## src/rtl/fetch_unit_pkg.sv

```systemverilog
// Shared CPU package: opcode constants, instruction field positions,
// the fetch FSM state type and a branch-opcode decode helper.
package fetch_unit_pkg;

    // Opcodes
    localparam logic [5:0] OP_NOP = 6'b000000;
    localparam logic [5:0] OP_J   = 6'b000001;
    localparam logic [5:0] OP_BNE = 6'b100001;
    localparam logic [5:0] OP_BLT = 6'b100010;
    localparam logic [5:0] OP_BLE = 6'b100011;

    // Instruction field positions and widths
    localparam int OPC_MSB = 31;
    localparam int OPC_LSB = 26;
    localparam int OPC_W   = OPC_MSB - OPC_LSB + 1;
    localparam int RD_MSB  = 25;
    localparam int RD_LSB  = 21;
    localparam int RS_MSB  = 20;
    localparam int RS_LSB  = 16;
    localparam int IMM_MSB = 15;
    localparam int IMM_LSB = 0;
    localparam int IMM_W   = IMM_MSB - IMM_LSB + 1;

    // Fetch FSM states
    typedef enum logic {
        FETCH = 1'b0,
        HOLD  = 1'b1
    } fetch_state_t;

    // Conditional branches are opcodes 1000xx with xx != 00.
    function automatic logic is_branch(input logic [OPC_W-1:0] opc);
        return (opc == OP_BNE) || (opc == OP_BLT) || (opc == OP_BLE);
    endfunction

endpackage

```

## src/rtl/fetch_unit_next_pc.sv

```systemverilog
// next_pc_logic: purely combinational next-PC computation.
// Ports:
//   pc          in  16  address of the instruction in ir
//   ir          in  32  current instruction
//   take_branch in  1   branch condition (only meaningful for branch opcodes)
//   next_pc     out 16  pc+1, or pc+1+imm for J / taken branches (wrapping)
module next_pc_logic #(
    parameter logic [5:0] OP_J = fetch_unit_pkg::OP_J
) (
    input  logic [15:0] pc,
    input  logic [31:0] ir,
    input  logic        take_branch,
    output logic [15:0] next_pc
);
    import fetch_unit_pkg::*;

    logic [OPC_W-1:0] opcode;
    logic [IMM_W-1:0] imm;
    logic [15:0]      seq_pc;
    logic [15:0]      target_pc;
    logic             redirect;
    logic             unused_fields;

    assign opcode    = ir[OPC_MSB:OPC_LSB];
    assign imm       = ir[IMM_MSB:IMM_LSB];
    // Register fields are decoded downstream, not here.
    assign unused_fields = ^{ir[RD_MSB:RD_LSB], ir[RS_MSB:RS_LSB]};

    // imm is full PC width, so adding it modulo 2^16 already behaves as a
    // signed displacement.
    assign seq_pc    = pc + 16'd1;
    assign target_pc = seq_pc + imm;

    // take_branch only matters for conditional branch opcodes; J is always taken.
    assign redirect  = (opcode == OP_J) || (is_branch(opcode) && take_branch);
    assign next_pc   = redirect ? target_pc : seq_pc;

endmodule

```

## src/rtl/fetch_unit.sv

```systemverilog
// fetch_unit: instruction-fetch stage of the multicycle CPU.
// Owns the PC, drives the instruction-memory address, latches the returned
// word into ir and holds it until the controller signals done, then advances
// the PC (sequential, J or taken branch) and counts the retired instruction.
// Ports:
//   clk, rst      clock / synchronous active-high reset
//   imem_pc       out 16  instruction memory address (== pc)
//   imem_instr    in  32  instruction word for imem_pc
//   ir, ir_valid  out     latched instruction and its valid flag
//   pc, pc_plus1  out 16  address of ir and its successor
//   done          in  1   controller finished ir (honoured only in HOLD)
//   take_branch   in  1   branch condition, sampled with done
//   retired       out     retired-instruction count (wrapping)
module fetch_unit #(
    parameter logic [15:0] RESET_PC = 16'h0000,
    parameter logic [5:0]  OP_J     = fetch_unit_pkg::OP_J,
    parameter int          CNT_W    = 16
) (
    input  logic             clk,
    input  logic             rst,
    output logic [15:0]      imem_pc,
    input  logic [31:0]      imem_instr,
    output logic [31:0]      ir,
    output logic             ir_valid,
    output logic [15:0]      pc,
    output logic [15:0]      pc_plus1,
    input  logic             done,
    input  logic             take_branch,
    output logic [CNT_W-1:0] retired
);
    import fetch_unit_pkg::*;

    fetch_state_t     state_reg, state_next;
    logic [15:0]      pc_reg, pc_next;
    logic [31:0]      ir_reg, ir_next;
    logic             ir_valid_reg, ir_valid_next;
    logic [CNT_W-1:0] retired_reg, retired_next;
    logic [15:0]      branch_pc;

    next_pc_logic #(
        .OP_J (OP_J)
    ) u_next_pc (
        .pc          (pc_reg),
        .ir          (ir_reg),
        .take_branch (take_branch),
        .next_pc     (branch_pc)
    );

    always_ff @(posedge clk) begin
        if (rst) begin
            state_reg    <= FETCH;
            pc_reg       <= RESET_PC;
            ir_reg       <= 32'd0;
            ir_valid_reg <= 1'b0;
            retired_reg  <= '0;
        end else begin
            state_reg    <= state_next;
            pc_reg       <= pc_next;
            ir_reg       <= ir_next;
            ir_valid_reg <= ir_valid_next;
            retired_reg  <= retired_next;
        end
    end

    always_comb begin
        state_next    = state_reg;
        pc_next       = pc_reg;
        ir_next       = ir_reg;
        ir_valid_next = ir_valid_reg;
        retired_next  = retired_reg;
        case (state_reg)
            FETCH: begin
                // Memory is combinational from imem_pc, so one cycle suffices.
                // done is ignored here: nothing is in flight yet.
                ir_next       = imem_instr;
                ir_valid_next = 1'b1;
                state_next    = HOLD;
            end
            HOLD: begin
                if (done) begin
                    pc_next       = branch_pc;
                    retired_next  = retired_reg + CNT_W'(1);
                    ir_valid_next = 1'b0;
                    state_next    = FETCH;
                end
            end
            default: begin
                state_next = FETCH;
            end
        endcase
    end

    assign imem_pc  = pc_reg;
    assign pc       = pc_reg;
    assign pc_plus1 = pc_reg + 16'd1;
    assign ir       = ir_reg;
    assign ir_valid = ir_valid_reg;
    assign retired  = retired_reg;

endmodule

```

## config.mk

```make
export PLATFORM = sky130hd
export DESIGN_NAME = fetch_unit
export DESIGN_NICKNAME = d
export VERILOG_FILES = /design/src/rtl/fetch_unit_pkg.sv /design/src/rtl/fetch_unit_next_pc.sv /design/src/rtl/fetch_unit.sv
export SDC_FILE = /design/constraint.sdc
export NUM_CORES = 1
export LEC_CHECK = 0
export CAP_MARGIN = 20
export CORE_MARGIN = 1.5
export CORE_UTILIZATION = 45
export CTS_CLUSTER_SIZE = 40
export DETAILED_ROUTE_END_ITERATION = 8
export GPL_TIMING_DRIVEN = 1
export PLACE_DENSITY_LB_ADDON = 0.2
export SKIP_CTS_REPAIR_TIMING = 1
export SYNTH_ARGS = -nofsm -noshare
export SYNTH_HDL_FRONTEND = slang
export SYNTH_SLANG_ARGS = --single-unit
```

## constraint.sdc

```tcl
create_clock -name clk -period 7.8 [get_ports clk]
set_input_delay 1.17 -clock clk [delete_from_list [all_inputs] [get_ports clk]]
set_output_delay 1.17 -clock clk [all_outputs]
set_load 0.05 [all_outputs]
```

==> run metrics <==
Via Count 3585; I/O pin cnt 133; Post-synth EDFFs 0; clock sink count 66; Max clock buf depth 2; power consumption 0.000804 W; Net Count, Synth 507; initial antenna violation count 0; Avg WL per Cell 14.8 µm; Gate Count Post-Synth 449; Initial Util 46.2%; Nets 615; GR Overflow Total 0; CTS tree built; DRC viols 0; Mapped Area 0.00378 mm²; detailed placement HPWL 7110 µm; Worst setup SP type flop; Setup violations, final 0; max FFs per register 32; most frequent cell after synthesis dfxtp_1; Avg Inst Size Synth 8.41 µm²; Clock Tree Root clkbuf_8; YS warnings 0; Max Cap Violations 0; post-synth top area share 35.0%; cts bufs inserted 9; Final Wtd Congestion 0.885; die height 94.6 µm; synth top area cells dfxtp_1 (35%), mux2i_1 (9.0%), ha_1 (7.0%); Diodes inserted 0; Achievable Freq 230 MHz; min Tclk post-route 4.35 ns; largest net degree at the start of global routing 67; relative slew slack 29.8%; sequential-to-total area share from yosys stat 35.0%; Hold Crit Class reg2reg; Crit path arrival time 3.18 ns; Peak VDD IR 0.0975 mV; clk slew on worst S/H paths 0.07 ns; antenna-violating nets left 0; worst-margin pin slew 1.05 ns; iteration-0 DRC count of the detailed router 266; synthesis-stage register bit count 66; # rows 33; DR pass1 iterations 6; vias in the first global route 3354; H-tree depth 3; area leader, netlist dfxtp_1; worst-path fanout max 8; Hold Vio Cnt, Final 0; Max Slew Vio Count 0; Async S/R FF share, synth 0%; ys flop type dfxtp_1; global-route wire length before repair 15700 µm; top cells by count, synth dfxtp_1 (66), nor2_1 (62), nand2_1 (41); status complete, no violations; DIE AREA 0.00895 mm²; setup_tns 0 ns; Power Density 155 mW/mm²; fin crit share 55.8%; Die W 94.6 µm; Port Buffers 132; final core occ 63.6%; DRT Wirelength 9880 µm; Syn-to-layout area delta 37.7%; Synth cell types 52; DR vias/cell 5.37; Core Footprint 0.00818 mm²; GRT Overall Usage 22.5%; Lkg Pwr 2.04 nW; RSZ-0062 raised after global routing false; share of layout cells above drive strength 1 4.27%; Post-Route Skew 0.00700 ns; later-pin clock latency in the skew report 0.35 ns; Setup crit end kind output pin; critical path class reg2out; worst path required time 6.63 ns
per-stage QoR:
step                hold slack, ns  instances  cell area [µm²]  setup slack (ns)
global route                 0.518        667             5200              3.27
global placement             0.474        651             5040              3.92
finish                       0.498        667             5200              3.45
detailed placement           0.487        651             5040              3.71
floorplan                    0.613        449             3780              2.92
CTS                          0.499        667             5200              3.47
final cells by class:
cell class | instances | area [µm²]
Sequential cell | 66 | 1320
Timing Repair Buffer | 134 | 1330
Multi-Input combinational cell | 337 | 2220
Clock inverter | 3 | 15.0
Clock buffer | 13 | 149
Inverter | 9 | 33.8
Fill cell | 723 | 2980
Tap cell | 105 | 131
logic make-up after synthesis:
kind of cell	Yosys count	synth area share, %
compound gates	90	15.4
flops	66	35.0
fa+ha+maj	22	7.49
xor+xnor	32	7.42
mux	36	9.61
buf+inv	46	6.33
simple gates	157	18.8
where the power goes:
part | leakage [nW] | switching (W) | internal, W
clock network | 0.0872 | 0.000125 | 0.000123
logic | 1.41 | 0.000112 | 0.0000731
registers | 0.540 | 0.0000198 | 0.000352
worst paths after layout:
| check | startpoint | end | slack, ns | cells after the start |
|---|---|---|---|---|
| worst max-delay path | imem_pc[0] | pc_plus1[12] | 3.45 | 7 |
| worst min register to register | ir[16] | ir[16] | 0.50 | 2 |
| worst min-delay path | ir[16] | ir[16] | 0.50 | 2 |
| worst max register to register | imem_pc[0] | imem_pc[15] | 3.65 | 14 |
worst max-delay path: stages (launching register included):
cell	delay (ns)
dfxtp_1	0.46
ha_1	0.29
and3_1	0.25
and3_1	0.33
nand2_1	0.17
nor2_1	0.23
xor2_1	0.25
clkdlybuf4s50_1	0.85
metal layers:
metal  up-vias  routed length, µm  global-route usage, %
met5         -                  0                      0
met4         0                125                   7.96
met3        11                802                   7.09
met2       134               4450                   36.0
met1      1668               4500                   28.5
li1       1772                  -                      -
placed cells by master (no fill, tap or decap), types with 11 or more instances in the layout:
cell and instances:
xor2_1 18, dfxtp_1 65, nor2_1 62, a21oi_1 27
xnor2_1 14, clkdlybuf4s50_1 131, and3_1 11, mux2i_1 34
nand2_1 41, o21ai_0 26, ha_1 21
No activity file was read; power rests on OpenSTA's default activity.
